==> src/rtl/id_ex_stage_pkg.sv <==
// -----------------------------------------------------------------------------
// id_ex_stage_pkg
// Shared CPU package: datapath defaults, the register-zero constant, ALU
// function encodings and the forwarding-select type used by the ID/EX stage.
// -----------------------------------------------------------------------------
package id_ex_stage_pkg;

    localparam int DATA_W_DEF = 32;
    localparam int AW_DEF     = 5;
    localparam int SHAMT_W    = 5;
    localparam int ALUFUN_W   = 6;

    // Architectural register zero: never a forwarding or hazard source.
    localparam int REG_ZERO   = 0;

    // ALU function encodings (ALUFun). ADD is all-zero, which doubles as the
    // encoding loaded into a bubble.
    typedef enum logic [5:0] {
        ALU_ADD = 6'b000000,
        ALU_SUB = 6'b000001,
        ALU_AND = 6'b011000,
        ALU_OR  = 6'b011110,
        ALU_XOR = 6'b010110,
        ALU_NOR = 6'b010001,
        ALU_A   = 6'b011010,
        ALU_SLL = 6'b100000,
        ALU_SRL = 6'b100001,
        ALU_SRA = 6'b100011,
        ALU_EQ  = 6'b110011,
        ALU_NEQ = 6'b110001,
        ALU_LT  = 6'b110101,
        ALU_LEZ = 6'b111101,
        ALU_LTZ = 6'b111011,
        ALU_GTZ = 6'b111111
    } alufun_e;

    // Operand source chosen by a forwarding mux.
    typedef enum logic [1:0] {
        FWD_NONE = 2'd0,
        FWD_EXM  = 2'd1,
        FWD_MWB  = 2'd2
    } fwd_sel_e;

endpackage

==> src/rtl/id_ex_stage_fwd_mux.sv <==
// -----------------------------------------------------------------------------
// fwd_mux
// Forwarding multiplexer for one register operand.
// Ports:
//   src_addr/src_data            register address and value held in ID/EX
//   exm_regwrite/exm_rd/exm_result  EX/MEM write-back candidate
//   mwb_regwrite/mwb_rd/mwb_result  MEM/WB write-back candidate
//   fwd_data                     operand value after forwarding
// Purely combinational; EX/MEM wins over MEM/WB, register zero never forwards.
// -----------------------------------------------------------------------------
module fwd_mux
    import id_ex_stage_pkg::*;
#(
    parameter int DATA_W = DATA_W_DEF,
    parameter int AW     = AW_DEF
) (
    input  logic [AW-1:0]     src_addr,
    input  logic [DATA_W-1:0] src_data,
    input  logic              exm_regwrite,
    input  logic [AW-1:0]     exm_rd,
    input  logic [DATA_W-1:0] exm_result,
    input  logic              mwb_regwrite,
    input  logic [AW-1:0]     mwb_rd,
    input  logic [DATA_W-1:0] mwb_result,
    output logic [DATA_W-1:0] fwd_data
);

    fwd_sel_e sel_s;
    logic     src_nonzero_s;

    // Select the youngest in-flight producer of src_addr.
    always_comb begin
        sel_s         = FWD_NONE;
        src_nonzero_s = (src_addr != AW'(REG_ZERO));
        if (src_nonzero_s && exm_regwrite && (exm_rd == src_addr)) begin
            sel_s = FWD_EXM;
        end else if (src_nonzero_s && mwb_regwrite && (mwb_rd == src_addr)) begin
            sel_s = FWD_MWB;
        end else begin
            sel_s = FWD_NONE;
        end
    end

    // Steer the selected source onto the operand.
    always_comb begin
        fwd_data = src_data;
        case (sel_s)
            FWD_EXM:  fwd_data = exm_result;
            FWD_MWB:  fwd_data = mwb_result;
            FWD_NONE: fwd_data = src_data;
            default:  fwd_data = src_data;
        endcase
    end

endmodule

==> src/rtl/id_ex_stage.sv <==
// -----------------------------------------------------------------------------
// id_ex_stage
// ID/EX pipeline register with operand forwarding and load-use detection.
// Ports:
//   clk, reset                     clock, asynchronous active-high reset
//   stall, flush                   hold stage / load a bubble (flush wins)
//   valid_in + ID fields           decoded instruction captured on each edge
//   exm_* / mwb_*                  forwarding sources from EX/MEM and MEM/WB
//   ifid_rs, ifid_rt               sources of the instruction now in ID
//   A, B, store_data               forwarded ALU operands and store value
//   ALUFun, Sign, valid, RegWrite, MemRead, MemWrite, MemToReg, rd
//                                  registered control/address for EX
//   load_use                       ask upstream to stall and insert a bubble
// -----------------------------------------------------------------------------
module id_ex_stage
    import id_ex_stage_pkg::*;
#(
    parameter int DATA_W = DATA_W_DEF,
    parameter int AW     = AW_DEF
) (
    input  logic                clk,
    input  logic                reset,
    input  logic                stall,
    input  logic                flush,
    input  logic                valid_in,
    input  logic [DATA_W-1:0]   rs_data,
    input  logic [DATA_W-1:0]   rt_data,
    input  logic [DATA_W-1:0]   imm,
    input  logic [SHAMT_W-1:0]  shamt,
    input  logic [AW-1:0]       rs_addr,
    input  logic [AW-1:0]       rt_addr,
    input  logic [AW-1:0]       rd_addr,
    input  logic                ALUSrc1,
    input  logic                ALUSrc2,
    input  logic                Sign_in,
    input  logic [ALUFUN_W-1:0] ALUFun_in,
    input  logic                RegWrite_in,
    input  logic                MemRead_in,
    input  logic                MemWrite_in,
    input  logic                MemToReg_in,
    input  logic                exm_RegWrite,
    input  logic [AW-1:0]       exm_rd,
    input  logic [DATA_W-1:0]   exm_result,
    input  logic                mwb_RegWrite,
    input  logic [AW-1:0]       mwb_rd,
    input  logic [DATA_W-1:0]   mwb_result,
    input  logic [AW-1:0]       ifid_rs,
    input  logic [AW-1:0]       ifid_rt,
    output logic [DATA_W-1:0]   A,
    output logic [DATA_W-1:0]   B,
    output logic [ALUFUN_W-1:0] ALUFun,
    output logic                Sign,
    output logic [DATA_W-1:0]   store_data,
    output logic                valid,
    output logic                RegWrite,
    output logic                MemRead,
    output logic                MemWrite,
    output logic                MemToReg,
    output logic [AW-1:0]       rd,
    output logic                load_use
);

    logic [DATA_W-1:0]   rs_data_r;
    logic [DATA_W-1:0]   rt_data_r;
    logic [DATA_W-1:0]   imm_r;
    logic [SHAMT_W-1:0]  shamt_r;
    logic [AW-1:0]       rs_r;
    logic [AW-1:0]       rt_r;
    logic [AW-1:0]       rd_r;
    logic                alusrc1_r;
    logic                alusrc2_r;
    logic                sign_r;
    logic [ALUFUN_W-1:0] alufun_r;
    logic                valid_r;
    logic                regwrite_r;
    logic                memread_r;
    logic                memwrite_r;
    logic                memtoreg_r;

    logic [DATA_W-1:0]   rs_fwd_s;
    logic [DATA_W-1:0]   rt_fwd_s;

    // Stage register: reset and flush both produce an all-zero bubble; a
    // bubble's data fields are don't-care, so they are simply cleared too.
    always_ff @(posedge clk or posedge reset) begin
        if (reset) begin
            rs_data_r  <= '0;
            rt_data_r  <= '0;
            imm_r      <= '0;
            shamt_r    <= '0;
            rs_r       <= '0;
            rt_r       <= '0;
            rd_r       <= '0;
            alusrc1_r  <= 1'b0;
            alusrc2_r  <= 1'b0;
            sign_r     <= 1'b0;
            alufun_r   <= 6'b000000;
            valid_r    <= 1'b0;
            regwrite_r <= 1'b0;
            memread_r  <= 1'b0;
            memwrite_r <= 1'b0;
            memtoreg_r <= 1'b0;
        end else if (flush) begin
            rs_data_r  <= '0;
            rt_data_r  <= '0;
            imm_r      <= '0;
            shamt_r    <= '0;
            rs_r       <= '0;
            rt_r       <= '0;
            rd_r       <= '0;
            alusrc1_r  <= 1'b0;
            alusrc2_r  <= 1'b0;
            sign_r     <= 1'b0;
            alufun_r   <= 6'b000000;
            valid_r    <= 1'b0;
            regwrite_r <= 1'b0;
            memread_r  <= 1'b0;
            memwrite_r <= 1'b0;
            memtoreg_r <= 1'b0;
        end else if (!stall) begin
            rs_data_r  <= rs_data;
            rt_data_r  <= rt_data;
            imm_r      <= imm;
            shamt_r    <= shamt;
            rs_r       <= rs_addr;
            rt_r       <= rt_addr;
            rd_r       <= rd_addr;
            alusrc1_r  <= ALUSrc1;
            alusrc2_r  <= ALUSrc2;
            sign_r     <= Sign_in;
            alufun_r   <= ALUFun_in;
            valid_r    <= valid_in;
            // An empty slot must never write state.
            regwrite_r <= RegWrite_in & valid_in;
            memread_r  <= MemRead_in & valid_in;
            memwrite_r <= MemWrite_in & valid_in;
            memtoreg_r <= MemToReg_in;
        end
    end

    fwd_mux #(.DATA_W(DATA_W), .AW(AW)) u_fwd_rs (
        .src_addr     (rs_r),
        .src_data     (rs_data_r),
        .exm_regwrite (exm_RegWrite),
        .exm_rd       (exm_rd),
        .exm_result   (exm_result),
        .mwb_regwrite (mwb_RegWrite),
        .mwb_rd       (mwb_rd),
        .mwb_result   (mwb_result),
        .fwd_data     (rs_fwd_s)
    );

    fwd_mux #(.DATA_W(DATA_W), .AW(AW)) u_fwd_rt (
        .src_addr     (rt_r),
        .src_data     (rt_data_r),
        .exm_regwrite (exm_RegWrite),
        .exm_rd       (exm_rd),
        .exm_result   (exm_result),
        .mwb_regwrite (mwb_RegWrite),
        .mwb_rd       (mwb_rd),
        .mwb_result   (mwb_result),
        .fwd_data     (rt_fwd_s)
    );

    // Operands stay combinational on the forward sources so a stalled
    // instruction keeps picking up producers that retire underneath it.
    assign A          = alusrc1_r ? {{(DATA_W-SHAMT_W){1'b0}}, shamt_r} : rs_fwd_s;
    assign B          = alusrc2_r ? imm_r : rt_fwd_s;
    assign store_data = rt_fwd_s;

    assign ALUFun     = alufun_r;
    assign Sign       = sign_r;
    assign valid      = valid_r;
    assign RegWrite   = regwrite_r;
    assign MemRead    = memread_r;
    assign MemWrite   = memwrite_r;
    assign MemToReg   = memtoreg_r;
    assign rd         = rd_r;

    // A load in EX whose target is read by the instruction in ID cannot be
    // forwarded in time.
    assign load_use   = valid_r & memread_r & (rt_r != AW'(REG_ZERO)) &
                        ((rt_r == ifid_rs) | (rt_r == ifid_rt));

endmodule

==> config.mk <==
export PLATFORM = sky130hd
export DESIGN_NAME = id_ex_stage
export DESIGN_NICKNAME = d
export VERILOG_FILES = /design/src/rtl/id_ex_stage_pkg.sv /design/src/rtl/id_ex_stage_fwd_mux.sv /design/src/rtl/id_ex_stage.sv
export SDC_FILE = /design/constraint.sdc
export NUM_CORES = 1
export LEC_CHECK = 0
export CORE_MARGIN = 4
export CORE_UTILIZATION = 39
export CTS_CLUSTER_SIZE = 24
export DETAILED_ROUTE_END_ITERATION = 8
export PLACE_DENSITY = 0.78
export SETUP_SLACK_MARGIN = 0.05
export SYNTH_ARGS = -nofsm -noshare
export SYNTH_HDL_FRONTEND = slang
export SYNTH_SLANG_ARGS = --single-unit
==> constraint.sdc <==
create_clock -name clk -period 4.44 [get_ports clk]
set_input_delay 1.11 -clock clk [delete_from_list [all_inputs] [get_ports clk]]
set_output_delay 1.11 -clock clk [all_outputs]
set_load 0.02 [all_outputs]
==> results.toml <==
[status]
outcome = "finished clean"

[drt]
totalWireLength_mm = 28.74
vias = 7702
via_per_inst = 5.330
ant_nets = 0
drc_errors = 0
drt-initial-drc-count = 395
wl_per_cell_um = 19.89
first_pass_iters = 5

[clocking]
postCtsHoldBufs = 0
clockBufferDepth = 2
htreeDepth = 4
cts_root_buf = "clkbuf_16"
cts_num_sinks = 130
cts_tree = "built"
cts_buffers = 17
clk_latency_ps = 410
postCtsSetupBuffers = 0
clkTransAtPathRegs_ps = 60

[sta]
slew_headroom = 0.5006
hold_viol_final = 0
fin_crit_ps = 4314
slew_violations = 0
finalClockSkew_ps = 0
setup_tns_ps = 0
fin_crit_sh = 0.9717
worst_pin_slew_ps = 749.2
max_freq_mhz = 231.8
finalSetupViolCount = 0
rsz0062_at_grt = "no"
holdWs_ps = 513.5

[global_route]
grt_use_total = 0.2507
grt_pass1_vias = 8058
grt_pass1_wl_mm = 43.60
antenna_found_initial = 0
grt_max_degree = 66
grt-ovfl-total = 0

[yosys]
synth_edf_count = 0
yosys-top-cells-area = "dfrtp_1 42%, mux2i_1 20%, nor2_1 8.0%"
yosysTopAreaCellShare = 0.4158
syn_avg_cell_area_um2 = 9.404
synth.distinct_cells = 42
synth_common_cells = "167 x nor2_1, 155 x mux2i_1, 130 x dfrtp_1, 68 x nand2_1, 63 x a31oi_1"
netlist_instances = 832
ys_warn_count = 0
synth_top_area_cell = "dfrtp_1"
syn-num-nets = 1052
async_flop_share = 1.000
synth-main-ff-cell = "dfrtp_1"
ys_ff_latch = 130
syn_area_um2 = 7824
ys_seq_area_frac = 0.4158
yosysMostFrequentCell = "nor2_1"

[critical_path]
worstPathArrival_ps = 3200
end_kind = "output pin"
cp.required_ps = 3330
critPathKind = "primary input to output pin"
critical_path.max_fanout = 15
cp-start-kind = "primary input"

[die]
die_area_um2 = 22390
die_height_um = 149.6
core.rowCount = 51
coreArea_um2 = 19590
initial_core_util = 0.3994
pin_count = 334
die_w_um = 149.6

[layout]
design_area_um2 = 12260
fin_util = 0.6258
syn_to_final_growth_pct = 56.69
nFillCells = 1707
drive_above_1_share = 0.1000
num_antenna_cells = 0
layout.nets = 1387

[place]
placed_area_um2 = 11750
gp_congestion = 0.9102
dpl.hpwl_mm = 21.65
portBuffers = 333

[power]
powerDensity_nw_per_um2 = 295.0
ir_drop_mv = 0.2403
power.leakage_nw = 5.654
power.total_mw = 3.617

[flow_run]
cap_violations = 0

[min_path]
hold_path_class = "flip-flop to flip-flop"
==> layout by cell type, fill, tap and decap left out, types with 4 or more instances in the layout <==
master,n
clkdlybuf4s50_1,235
nor2_1,167
mux2i_1,154
dfrtp_1,129
dlygate4sd2_1,87
nand2_1,68
a31oi_1,62
buf_4,44
nand2b_1,31
o31ai_1,31
o2bb2ai_1,27
xor2_1,19
clkbuf_16,17
buf_12,15
xnor2_1,8
inv_1,8
nor3_1,5
a21oi_1,5
clkinv_4,4
clkdlybuf4s15_1,4
==> worst paths after layout <==
kind	from	end	slack (ps)	cells past startpoint
worst max-delay path	exm_rd[2]	B[15]	130	10
worst min register to register	imm_r[24]$_DFFE_PP0P_	imm_r[24]$_DFFE_PP0P_	510	2
worst max register to register	alusrc2_r$_DFFE_PP0P_	alusrc2_r$_DFFE_PP0P_	2980	3
worst min-delay path	imm_r[24]$_DFFE_PP0P_	imm_r[24]$_DFFE_PP0P_	510	2
max in group asynchronous	reset	alusrc2_r$_DFFE_PP0P_	2580	3
min in group asynchronous	reset	rt_data_r[2]$_DFFE_PP0P_	1080	2
==> cells by family (layout without fill, tap and decap cells) <==
kind of cell | after synthesis | after routing | synth area share
flops | 130 | 130 | 0.4158
simple gates | 295 | 295 | 0.1689
mux | 156 | 156 | 0.2001
xor+xnor | 27 | 27 | 0.03023
buf+inv | 81 | 429 | 0.05197
compound gates | 143 | 143 | 0.1331
==> power breakdown <==
part           switching [mW]  internal (mW)  total, mW
clock                   0.532          0.915       1.45
combinational           0.430          0.435      0.865
sequential             0.0532           1.25       1.30
total                    1.02           2.60       3.62
==> area by class of cell <==
class / instances / area (um^2) / share of cell area
Clock inverter: 12 / 156.4 / 0.01276
Inverter: 9 / 37.54 / 0.003062
Clock buffer: 20 / 456.7 / 0.03725
Sequential cell: 130 / 3254 / 0.2655
Timing Repair Buffer: 388 / 3806 / 0.3105
Tap cell: 265 / 331.6 / 0.02705
Multi-Input combinational cell: 621 / 4217 / 0.3439
==> flip-flops by register name, summed over array words and instances (netlist names), 5 cells and up <==
signal     count
rs_data_r     32
rs_r           5
rt_r           5
imm_r         32
rt_data_r     32
shamt_r        5
ALUFun         6
rd             5
==> layer usage <==
layer	wire length (um)	vias up	track usage	part of all wire
met3	2693	60	0.07723	0.094
li1	-	3608	-	-
met2	14020	345	0.4249	0.49
met4	971	0	0.1007	0.034
met5	0	-	0	0
met1	11050	3689	0.2971	0.38
==> critical path: stages <==
cell,delay (ps)
clkdlybuf4s50_1,430
buf_4,150
xnor2_1,200
and2_1,270
nand3_4,120
buf_12,170
buf_4,150
o31ai_1,210
a31oi_1,90
clkdlybuf4s15_1,300
==> repair_timing <==
item,4_1_cts,5_1_grt
setup endpoints to repair,93,21
resized for setup,94,13
pin swaps,0,1
==> per-stage QoR <==
stage / worst slack (ps) / instances
floorplan: 767.1 / 832
global placement: -128.8 / 1413
detailed placement: -162.0 / 1413
CTS: 66.91 / 1445
global route: 51.57 / 1445
finish: 125.8 / 1445
No activity file was read; power rests on OpenSTA's default activity.
